==> src/rtl/pipe_hazard_ctrl.sv <==
// Pipeline hazard controller: stall/flush generation for load-use, branch, jump, multiply/divide and halt.
// Optional statistics counters are enabled with the HAZARD_STATS_EN macro.
module pipe_hazard_ctrl #(
    parameter int unsigned MD_LAT = 4
) (
    input  logic       clk,
    input  logic       rst_n,
    input  logic [4:0] id_rs,
    input  logic [4:0] id_rt,
    input  logic       id_uses_rs,
    input  logic       id_uses_rt,
    input  logic       id_jump,
    input  logic [4:0] ex_rd_w,
    input  logic       ex_regfile_w_en,
    input  logic       ex_is_load,
    input  logic       ex_branch_taken,
    input  logic       ex_md_start,
    input  logic       mem_wait,
    input  logic       wb_halt,
    output logic       pc_en,
    output logic       en_ps1,
    output logic       en_ps2,
    output logic       en_ps3,
    output logic       en_ps4,
    output logic       clear_ps1,
    output logic       clear_ps2,
    output logic       clear_ps3,
    output logic       clear_ps4,
    output logic       md_done,
    output logic       halted
`ifdef HAZARD_STATS_EN
    ,
    output logic [31:0] stall_cycles,
    output logic [31:0] flush_count
`endif
);

    typedef enum logic [1:0] {RUN, MDWAIT, HALTED} state_t;

    localparam logic [3:0] MD_LOAD = 4'(MD_LAT - 1);

    state_t     state, state_nx;
    logic [3:0] md_cnt, md_cnt_nx;
    logic       md_resume, md_resume_nx;
    logic       load_use;
    logic       md_start_eff;

    assign load_use = ex_is_load & ex_regfile_w_en & (ex_rd_w != 5'd0) &
                      ((id_uses_rs & (id_rs == ex_rd_w)) | (id_uses_rt & (id_rt == ex_rd_w)));

    // The MD instruction is still in EX on the first cycle after MDWAIT; do not restart it.
    assign md_start_eff = ex_md_start & ~md_resume;

    always_ff @(posedge clk) begin
        if (!rst_n) begin
            state     <= RUN;
            md_cnt    <= '0;
            md_resume <= 1'b0;
        end else begin
            state     <= state_nx;
            md_cnt    <= md_cnt_nx;
            md_resume <= md_resume_nx;
        end
    end

    always_comb begin
        state_nx     = state;
        md_cnt_nx    = md_cnt;
        md_resume_nx = md_resume;
        case (state)
            RUN: begin
                if (!mem_wait) begin
                    md_resume_nx = 1'b0;
                    if (md_start_eff) begin
                        state_nx  = MDWAIT;
                        md_cnt_nx = MD_LOAD;
                    end
                end
            end
            MDWAIT: begin
                if (!mem_wait) begin
                    if (md_cnt == 4'd1) begin
                        state_nx     = RUN;
                        md_cnt_nx    = '0;
                        md_resume_nx = 1'b1;
                    end else begin
                        md_cnt_nx = md_cnt - 4'd1;
                    end
                end
            end
            HALTED: ;
            default: state_nx = RUN;
        endcase
        if (wb_halt) state_nx = HALTED;
    end

    always_comb begin
        pc_en     = 1'b1;
        en_ps1    = 1'b1;
        en_ps2    = 1'b1;
        en_ps3    = 1'b1;
        en_ps4    = 1'b1;
        clear_ps1 = 1'b0;
        clear_ps2 = 1'b0;
        clear_ps3 = 1'b0;
        clear_ps4 = 1'b0;
        md_done   = 1'b0;
        if (!rst_n) begin
            pc_en     = 1'b0;
            en_ps1    = 1'b0;
            en_ps2    = 1'b0;
            en_ps3    = 1'b0;
            en_ps4    = 1'b0;
            clear_ps1 = 1'b1;
            clear_ps2 = 1'b1;
            clear_ps3 = 1'b1;
            clear_ps4 = 1'b1;
        end else if (state == HALTED || mem_wait) begin
            pc_en  = 1'b0;
            en_ps1 = 1'b0;
            en_ps2 = 1'b0;
            en_ps3 = 1'b0;
            en_ps4 = 1'b0;
        end else if (state == MDWAIT || (state == RUN && md_start_eff)) begin
            pc_en     = 1'b0;
            en_ps1    = 1'b0;
            en_ps2    = 1'b0;
            en_ps3    = 1'b0;
            clear_ps3 = 1'b1;
            md_done   = (state == MDWAIT) && (md_cnt == 4'd1);
        end else if (ex_branch_taken) begin
            clear_ps1 = 1'b1;
            clear_ps2 = 1'b1;
        end else if (load_use) begin
            pc_en     = 1'b0;
            en_ps1    = 1'b0;
            clear_ps2 = 1'b1;
        end else if (id_jump) begin
            clear_ps1 = 1'b1;
        end
    end

    assign halted = (state == HALTED);

`ifdef HAZARD_STATS_EN
    always_ff @(posedge clk) begin
        if (!rst_n) begin
            stall_cycles <= '0;
            flush_count  <= '0;
        end else begin
            if (!pc_en && state != HALTED && stall_cycles != '1)
                stall_cycles <= stall_cycles + 32'd1;
            if (clear_ps1 && flush_count != '1)
                flush_count <= flush_count + 32'd1;
        end
    end
`endif

endmodule
==> config.mk <==
export PLATFORM = sky130hd
export DESIGN_NAME = pipe_hazard_ctrl
export DESIGN_NICKNAME = d
export VERILOG_FILES = /design/src/rtl/pipe_hazard_ctrl.sv
export SDC_FILE = /design/constraint.sdc
export NUM_CORES = 1
export LEC_CHECK = 0
export CAP_MARGIN = 15
export CORE_UTILIZATION = 39
export DETAILED_ROUTE_END_ITERATION = 10
export GPL_ROUTABILITY_DRIVEN = 0
export PLACE_DENSITY = 0.83
export REMOVE_ABC_BUFFERS = 1
export SYNTH_ARGS = -nofsm -noshare
export SYNTH_HDL_FRONTEND = slang
export SYNTH_SLANG_ARGS = --single-unit
==> constraint.sdc <==
create_clock -name clk -period 3.43 [get_ports clk]
set_clock_uncertainty 0.1 [all_clocks]
set_input_delay 0.686 -clock clk [delete_from_list [all_inputs] [get_ports clk]]
set_output_delay 0.686 -clock clk [all_outputs]
set_load 0.01 [all_outputs]
=== Yosys cells after proc, flatten, opt, wreduce, memory -nomap -nowiden ===
Cells that the tools add are included.

* Add/sub/neg operators: 1
* Eq/ne operators: 14
* Muxes and demuxes: 43
* Bitwise operators: 10
* Reduce and logical (&&, ||, !) cells: 12

{| class="wikitable"
|+ Operators by type and width
! cell !! count
|-
| $mux 1 || 31
|-
| $mux 4 || 4
|-
| $ne 3x3->1 const B || 4
|-
| $eq 5x5->1 || 2
|-
| $mux 2 || 5
|-
| $ne 2x2->1 const B || 5
|-
| $reduce_and 5->1 || 2
|-
| $pmux 4 s2 || 1
|-
| $reduce_and 4->1 || 2
|-
| $and 1x1->1 || 6
|-
| $pmux 2 s3 || 1
|-
| $reduce_bool 5->1 || 1
|-
| $eq 4x1->1 const B || 1
|-
| $sub 4x1->4 const B || 1
|-
| $not 1->1 || 3
|-
| $eq 2x1->1 const B || 1
|-
| $eq 2x2->1 const B || 1
|-
| $logic_and 1x1->1 || 2
|-
| $logic_not 2->1 || 1
|-
| $logic_or 1x1->1 || 2
|-
| $pmux 1 s2 || 1
|-
| $reduce_bool 2->1 || 1
|-
| $reduce_or 2->1 || 1
|-
| $or 1x1->1 || 1
|}

* Flip-flop bits (word level): 7
* Input port bits: 26
* Output and inout bits: 11
* Word-level logic and storage cells: 84

=== Longest topological paths before layout ===
Gate-level depths: netlist of the first run.

* Depth after elaboration: 9
* Gate-level depth with buffers: 6
* Gate-level depth less buffers: 6

=== Worst setup path after synthesis of the first run ===
No wires, ideal clock.

* Path type: input -> output
* From: input port ex_rd_w[1]
* To: output port pc_en
* Data arrival time: 2.058 ns
* Slack: 0.586 ns
* Stages on the path: 5
* Path through: or4_4 o211ai_2 nor2_1 a211oi_1 buf_4

* Word-level cells in the longest chain between the ends: 9
* Elaborated cells between the ends (all ways): 13

{| class="wikitable"
|+ Ends and longest elaborated chain
! element !! RTL line !! source
|-
| start, declared || 13 || <nowiki>input logic [4:0] ex_rd_w,</nowiki>
|-
| $eq 5x5->1 || 49 || <nowiki>((id_uses_rs & (id_rs == ex_rd_w)) | (id_uses_rt & (id_rt == ex_rd_w)));</nowiki>
|-
| $and 1x1->1 || 49 ||
|-
| $or 1x1->1 || 49 ||
|-
| $and 1x1->1 (*) || 48 || <nowiki>assign load_use = ex_is_load & ex_regfile_w_en & (ex_rd_w != 5'd0) &</nowiki>
|-
| $mux 1 (*) (5 in a row) || - ||
|-
| end, declared || 20 || <nowiki>output logic pc_en,</nowiki>
|}

Every way passes the cells marked *; elsewhere a longest branch is shown, timed or not.

=== Worst setup path after layout of the first run ===
* From: input port ex_rd_w[1]
* To: output port clear_ps2

* Word-level cells in the longest chain between the ends: 9
* Elaborated cells between the ends (all ways): 13

{| class="wikitable"
|+ Ends and longest elaborated chain
! element !! RTL line !! source
|-
| $eq 5x5->1 || 49 ||
|-
| $and 1x1->1 || 49 ||
|-
| $or 1x1->1 || 49 ||
|-
| $and 1x1->1 (*) || 48 ||
|-
| $mux 1 (*) || 134 || <nowiki>end else if (load_use) begin</nowiki>
|-
| $mux 1 (*) || 131 || <nowiki>end else if (ex_branch_taken) begin</nowiki>
|-
| $mux 1 (*) || 124 || <nowiki>end else if (state == MDWAIT || (state == RUN && md_start_eff)) begin</nowiki>
|-
| $mux 1 (*) || 118 || <nowiki>end else if (state == HALTED || mem_wait) begin</nowiki>
|-
| $mux 1 (*) || 108 || <nowiki>if (!rst_n) begin</nowiki>
|-
| end, declared || 26 || <nowiki>output logic clear_ps2,</nowiki>
|}

Marks and branches as above.

==> metrics.md, run 1 <==
| Metric | Value |
|---|---|
| Status | `completed` |
| Synth Flop Type | `dfxtp_1` |
| PD cells | `257 nW/um^2` |
| Insertion delay to the later sink of the worst-skew pair | `0.26 ns` |
| CP Class | `in2out` |
| Die span in x | `41.7 um` |
| Sink Count | `7` |
| Placed cell count | `136` |
| # hold bufs at CTS | `0` |
| Cell chain of the critical path | `clkdlybuf4s50_1 > or4_4 > o211ai_4 > a211oi_1 > a221o_1 > dlygate4sd2_1` |
| Worst Setup End Kind | `output port` |
| Register area share after synthesis | `22.8%` |
| Initial Utilization | `44.5%` |
| Wire per inst | `13.2 um` |
| Worst hold-check path type | `reg2reg` |
| Nets | `154` |
| CP max FO | `3` |
| Final wirelength | `1.84 mm` |
| Total gr overflow | `0` |
| Measured slew at the worst slew-check pin | `0.619 ns` |
| Pins over their slew limit | `0` |
| Filler cells | `103` |
| Asr flop ratio synth | `0%` |
| Number of CTS-inserted buffers | `3` |
| DR vias | `726` |
| Core area | `1380 um^2` |
| Max_cap viols | `0` |
| Post-synth EDFFs | `0` |
| Tot Pwr | `271 uW` |
| Port Buf Inserts | `36` |
| Seq cells post-synth | `7` |
| Largest net degree at the start of global routing | `10` |
| WP data arrival | `2.54 ns` |
| Dominant cells by area after synthesis | `dfxtp_1, xnor2_1, nor2_1, a21oi_1, nor4b_1` |
| Area Overhead vs Synth | `71.3%` |
| Residual DRC | `0` |
| Post-DRT Antenna Nets | `0` |
| Crit-path slowest cell | `or4_4` |
| Synth area leader | `dfxtp_1` |
| Share of the synthesized area in the top cell type | `22.8%` |
| Crit-path max cell delay | `0.56 ns` |
| LEAKAGE | `0.399 nW` |
| Syn_area_per_cell | `7.60 um^2` |
| CTS tree | `built` |
| Htree depth | `1` |
| Reg clk slew, reported paths | `0.06 ns` |
| Vias in the first global route | `688` |
| Post-synth cell types | `31` |
| Final Cell Area | `1050 um^2` |
| Via-per-instance ratio | `5.19` |
| All-layer global routing usage | `23.3%` |
| Fmax | `0.300 GHz` |
| Cell count after synthesis | `81` |
| Iteration-0 DRC Markers | `15` |
| Layout cells sized above 1 | `10.4%` |
| Relative slew slack | `58.6%` |
| Setup Viol. Count Final | `0` |
| Post-synth top cells | `nor2_1, xnor2_1, dfxtp_1` |
| Non-filler instance count after layout | `140` |
| Die ar. | `1740 um^2` |
| Tmin final | `3.33 ns` |
| Router iterations before antenna repair | `4` |
| Fin. Hold Viols | `0` |
| Worst IR Drop VDD | `0.180 mV` |
| CTS max path bufs | `2` |
| Ratio of final minimum period to clock period | `97.0%` |
| Antenna violations before repair | `0` |
| # IOs | `37` |
| Root Buffer | `clkbuf_4` |
| # Post-CTS Setup Buffers | `0` |
| Core Rows | `13` |
| Hold WS | `0.391 ns` |
| Yosys warning total | `0` |
| Worst Path Required | `2.64 ns` |
| Final HPWL DP | `1.51 mm` |
| Unrepaired setup endpoints after global routing | `no` |
| Synthesized cell area | `616 um^2` |
| Setup TNS | `0 ns` |
| Post-cts gate resize count | `5` |
| Crit start category | `primary input` |
| Die height | `41.7 um` |
| ANT cells | `0` |
| Post-place instance area | `1020 um^2` |
| Most common cell in the netlist | `nor2_1` |
| First-pass GRT wire length | `3.10 mm` |
-- sequential cells by signal, summed over array words and instances, names as in the netlist --
name and cells:
md_cnt 4, state 2, md_resume 1
-- power by group --
group / leakage (nW) / internal (mW) / switching [mW]
combinational: 0.327 / 0.0619 / 0.0416
sequential: 0.0572 / 0.0847 / 0.00365
clock: 0.0150 / 0.0446 / 0.0342
total: 0.399 / 0.191 / 0.0794
-- final cells by class --
type / count / area (um^2) / area share, %
inverter: 5 / 18.8 / 1.78
clock buffer: 4 / 26.3 / 2.49
tap: 15 / 18.8 / 1.78
timing repair buffer: 43 / 408 / 38.7
sequential: 7 / 140 / 13.3
multi-input combinational: 66 / 443 / 42.0
-- per-stage QoR --
stage | setup WS [ns] | utilization [%]
after floorplan | 0.633 | -
after global placement | -0.124 | 74.1
after detailed placement | -0.165 | 74.1
after CTS | 0.0814 | 76.3
after global routing | 0.0228 | 76.3
final | 0.102 | 76.3
-- cell usage in the layout (no fill, tap or decap) --
| cell | Yosys | layout |
|---|---|---|
| nand4_1 | 2 | 2 |
| clkbuf_1 | 0 | 1 |
| nor3_1 | 3 | 3 |
| a21o_1 | 1 | 1 |
| clkbuf_4 | 0 | 3 |
| a31oi_1 | 1 | 1 |
| dlygate4sd2_1 | 0 | 4 |
| a221oi_1 | 1 | 1 |
| nor2b_1 | 1 | 1 |
| nand3b_1 | 2 | 2 |
| xnor2_1 | 10 | 10 |
| o211ai_4 | 0 | 1 |
| o21ai_1 | 1 | 1 |
| clkdlybuf4s50_1 | 0 | 32 |
| buf_4 | 3 | 7 |
| a211oi_1 | 2 | 2 |
| nand2b_1 | 2 | 2 |
| nand2_1 | 6 | 6 |
| nor2_1 | 11 | 11 |
| or3_1 | 1 | 1 |
| dfxtp_1 | 7 | 7 |
| or4_4 | 1 | 1 |
| nor2b_2 | 1 | 1 |
| o21ai_0 | 2 | 2 |
| nor3b_1 | 1 | 1 |
| nor4b_1 | 3 | 3 |
| and2_1 | 1 | 1 |
| a21oi_1 | 6 | 6 |
| clkinv_1 | 1 | 1 |
| ha_1 | 2 | 2 |
| o311a_1 | 1 | 1 |
| o22ai_1 | 1 | 1 |
| inv_1 | 4 | 4 |
| o31a_1 | 1 | 1 |
| a221o_1 | 1 | 1 |
-- cells by family (layout without fill, tap and decap cells) --
group,count (synthesis),after routing,synth area share (%)
AND/OR/NAND/NOR,35,35,31.1
AO/OA/AOI/OAI,19,19,21.1
XOR/XNOR,10,10,14.2
buffers and inverters,8,52,6.71
flip-flops,7,7,22.8
adder cells (fa/ha/maj),2,2,4.06
-- final timing paths --
check        slack, ns        from  cells past startpoint         to
max               0.10  ex_rd_w[1]                      6  clear_ps2
min               0.39   md_cnt[3]                      2  md_cnt[3]
max reg2reg       1.80   md_cnt[1]                      6  md_cnt[2]
min reg2reg       0.39   md_cnt[3]                      2  md_cnt[3]
-- critical path, delay by kind of cell --
| family | cells | cell delay, ns |
|---|---|---|
| AOI/OAI and AO/OA | 3 | 0.58 |
| buffers and inverters | 2 | 0.72 |
| and+or+nand+nor | 1 | 0.56 |
-- layer usage --
| layer | track usage [%] | vias up | wire length [um] |
|---|---|---|---|
| met5 | 0 | - | 0 |
| met4 | 8.39 | 0 | 21 |
| met3 | 8.70 | 4 | 144 |
| met2 | 33.8 | 29 | 834 |
| met1 | 31.3 | 317 | 840 |
| li1 | - | 376 | - |
Power figures use the tool's default switching activity.
==> run 2: changes to the inputs <==
Settings changed: CELL_PAD_IN_SITES_DETAIL_PLACEMENT set to 1, CELL_PAD_IN_SITES_GLOBAL_PLACEMENT set to 1, CORE_UTILIZATION 39 to 26, PLACE_DENSITY 0.83 to not set, PLACE_DENSITY_LB_ADDON set to 0.1, RECOVER_POWER set to 25.
==> run 2 against run 1 <==
Critical path depth stayed put. First-iteration DRC count shrank 67%. Largest cell class unchanged. Combinational power is essentially flat. Cell area rose by 0.83%. Die area is 47% higher. Register-to-register slack hardly changed. Cell count grew 9.3%. Non-clock buffer count unchanged. Setup slack worse by 0.033 ns. Utilization fell by 28 points. Via count is 3.7% higher. Routed wire length up 8.3%.
==> metrics.md, run 2 (synthesized netlist as in run 1, its figures left out) <==
| Metric | Value |
|---|---|
| Status | `completed (unchanged)` |
| Sink Count | `7 (unchanged)` |
| Placed cell count | `149 (was 136)` |
| Area Overhead vs Synth | `72.8% (was 71.3%)` |
| Initial Utilization | `27.8% (was 44.5%)` |
| Register-to-Register Path Depth | `6 (unchanged)` |
| Sw frac | `29.5% (was 29.3%)` |
| Final HPWL DP | `1.70 mm (was 1.51 mm)` |
| Iteration-0 DRC Markers | `5 (was 15)` |
| Residual DRC | `0 (unchanged)` |
| Filler cells | `289 (was 103)` |
| Max reg flops | `4 (unchanged)` |
| # hold bufs at CTS | `0 (unchanged)` |
| Number of CTS-inserted buffers | `3 (unchanged)` |
| Cell chain of the critical path | `clkdlybuf4s50_1 > or4_4 > o211ai_4 > nor2_1 > a211oi_1 > dlygate4sd2_1 (was clkdlybuf4s50_1 > or4_4 > o211ai_4 > a211oi_1 > a221o_1 > dlygate4sd2_1)` |
| ANT cells | `0 (unchanged)` |
| Commonest cells after routing, fill and taps aside | `clkdlybuf4s50_1, nor2_1, xnor2_1, dfxtp_1 (was clkdlybuf4s50_1, nor2_1, xnor2_1, dfxtp_1, buf_4)` |
| Worst IR Drop VDD | `0.152 mV (was 0.180 mV)` |
| Vias in the first global route | `812 (was 688)` |
| Worst slack, placed | `-0.225 ns (was -0.165 ns)` |
| Net switching power | `79.2 uW (was 79.4 uW)` |
| Reg clk slew, reported paths | `0.05 ns (was 0.06 ns)` |
| Finished Core Util | `48.1% (was 76.3%)` |
| Crit path launch | `ex_rd_w[1] (unchanged)` |
| Biggest registers after layout | `md_cnt: 4 flops, state: 2 flops, md_resume: 1 flops (unchanged)` |
| Max_cap viols | `0 (unchanged)` |
| Die span in x | `50.7 um (was 41.7 um)` |
| Measured slew at the worst slew-check pin | `0.531 ns (was 0.619 ns)` |
| Setup Viol. Count Final | `0 (unchanged)` |
| Most common cell after layout, fill and taps aside | `clkdlybuf4s50_1 (unchanged)` |
| Core area | `2210 um^2 (was 1380 um^2)` |
| Htree depth | `1 (unchanged)` |
| Worst setup path end | `pc_en (was clear_ps2)` |
| Wire per inst | `13.0 um (was 13.2 um)` |
| Post-DRT Antenna Nets | `0 (unchanged)` |
| Clock power share | `29.1% (about the same)` |
| Pins over their slew limit | `0 (unchanged)` |
| Port Buf Inserts | `36 (unchanged)` |
| Crit start category | `primary input (unchanged)` |
| Setup slack, reg-to-reg | `1.80 ns (about the same)` |
| Comb pwr share | `37.9% (was 38.2%)` |
| Worst Path Required | `2.64 ns (about the same)` |
| WP data arrival | `2.58 ns (was 2.54 ns)` |
| Root Buffer | `clkbuf_4 (unchanged)` |
| Crit-path slowest cell | `or4_4 (unchanged)` |
| Worst Setup End Kind | `output port (unchanged)` |
| Top reg by flops | `md_cnt (unchanged)` |
| Fin. Hold Viols | `0 (unchanged)` |
| Ratio of final minimum period to clock period | `98.0% (was 97.0%)` |
| Die ar. | `2570 um^2 (was 1740 um^2)` |
| DR vias | `753 (was 726)` |
| Cell internal pwr | `190 uW (was 191 uW)` |
| LEAKAGE | `0.392 nW (was 0.399 nW)` |
| Insertion delay to the later sink of the worst-skew pair | `0.26 ns (about the same)` |
| Top Family by Delay on Critical Path | `buffers and inverters (unchanged)` |
| Worst setup margin | `0.0683 ns (was 0.102 ns)` |
| # IOs | `37 (unchanged)` |
| Sequential power share | `33.0% (was 32.6%)` |
| PD cells | `253 nW/um^2 (was 257 nW/um^2)` |
| CP max FO | `3 (unchanged)` |
| FF-to-FF End | `md_cnt[3] (was md_cnt[2])` |
| All-layer global routing usage | `17.8% (was 23.3%)` |
| Worst hold-check path type | `reg2reg (unchanged)` |
| Final wirelength | `1.99 mm (was 1.84 mm)` |
| Crit-path max cell delay | `0.55 ns (was 0.56 ns)` |
| Crit. path cell count | `6 (unchanged)` |
| Worst path bufs/invs | `2 (unchanged)` |
| Nets | `154 (unchanged)` |
| CTS max path bufs | `2 (unchanged)` |
| CP Class | `in2out (unchanged)` |
| Relative slew slack | `64.4% (was 58.6%)` |
| CTS tree | `built (unchanged)` |
| Core Rows | `17 (was 13)` |
| Die height | `50.7 um (was 41.7 um)` |
| Largest net degree at the start of global routing | `10 (unchanged)` |
| Reg2reg start | `md_cnt[1] (unchanged)` |
| Unrepaired setup endpoints after global routing | `no (unchanged)` |
| Tmin final | `3.36 ns (was 3.33 ns)` |
| Fmax | `0.297 GHz (was 0.300 GHz)` |
| Total gr overflow | `0 (unchanged)` |
| Via-per-instance ratio | `4.92 (was 5.19)` |
| Non-filler instance count after layout | `153 (was 140)` |
| First-pass GRT wire length | `3.36 mm (was 3.10 mm)` |
| Antenna violations before repair | `0 (unchanged)` |
| Layout cells sized above 1 | `8.80% (was 10.4%)` |
| Router iterations before antenna repair | `4 (unchanged)` |
## run 2: cell count changes in the layout (fill, tap and decap cells not counted)
cell / delta
clkbuf_1: +2
clkdlybuf4s50_1: -1
buf_4: -2
dlygate4sd3_1: +1
## run 2: worst min-delay path, stage by stage (launching register included)
cell	delay [ns]
dfxtp_1	0.32
o21ai_0	0.07
a21oi_1	0.06
## run 2: timing repair
| action | in CTS | in global routing |
|---|---|---|
| resized for setup | 5 | 0 |
| endpoints found under the setup margin | 4 | 0 |
| setup buffers | 0 | 0 |
| hold endpoints to repair | 0 | 0 |
## run 2: stage by stage
| step | power [mW] | hold WS (ns) | instance area [um^2] | setup TNS (ns) |
|---|---|---|---|---|
| final | 0.269 | 0.405 | 1060 | 0 |
| after global routing | 0.288 | 0.448 | 1060 | 0 |
| after CTS | 0.273 | 0.409 | 1070 | 0 |
| after floorplan | 0.132 | 0.358 | 593 | 0 |
| after detailed placement | 0.195 | 0.397 | 1040 | -0.668 |
| after global placement | 0.193 | 0.373 | 1040 | -0.430 |
## run 2: worst min path at each step
stage	startpoint	to	slack, ns	depth (start not counted)
floorplan	md_cnt[3]	md_cnt[3]	0.36	2
global placement	md_cnt[3]	md_cnt[3]	0.37	2
detailed placement	md_cnt[3]	md_cnt[3]	0.40	2
CTS	md_cnt[3]	md_cnt[3]	0.41	2
global route	md_resume	md_resume	0.45	2
finish	md_cnt[3]	md_cnt[3]	0.40	2
## run 2: layout make-up
cell class / instances / area (um^2) / share of cell area, %
clock buffer: 4 / 26.3 / 2.47
inverter: 5 / 18.8 / 1.76
multi-input combinational: 66 / 443 / 41.6
sequential: 7 / 140 / 13.2
tap: 28 / 35.0 / 3.29
timing repair buffer: 43 / 400 / 37.6
## run 2: power groups by stage
stage	Combinational [mW]	Clock, mW	Sequential (mW)
2_1_floorplan	0.0428	0	0.0892
3_3_place_gp	0.103	0	0.0902
3_5_place_dp	0.105	0	0.0905
4_1_cts	0.104	0.0793	0.0888
5_1_grt	0.112	0.0877	0.0892
6_report	0.102	0.0783	0.0887
## run 2: per-layer routing
layer / global-route usage (%) / vias up / wire, um
met1: 18.2 / 352 / 790
met4: 2.78 / 0 / 14
met3: 6.67 / 3 / 96
li1: - / 376 / -
met5: 0 / - / 0
met2: 34.4 / 22 / 1090
==> run 3: changes to the inputs <==
Settings changed: TNS_END_PERCENT set to 50.
==> results of run 3 <==
No change in the layout: final DEF, timing and power equal those of run 2.
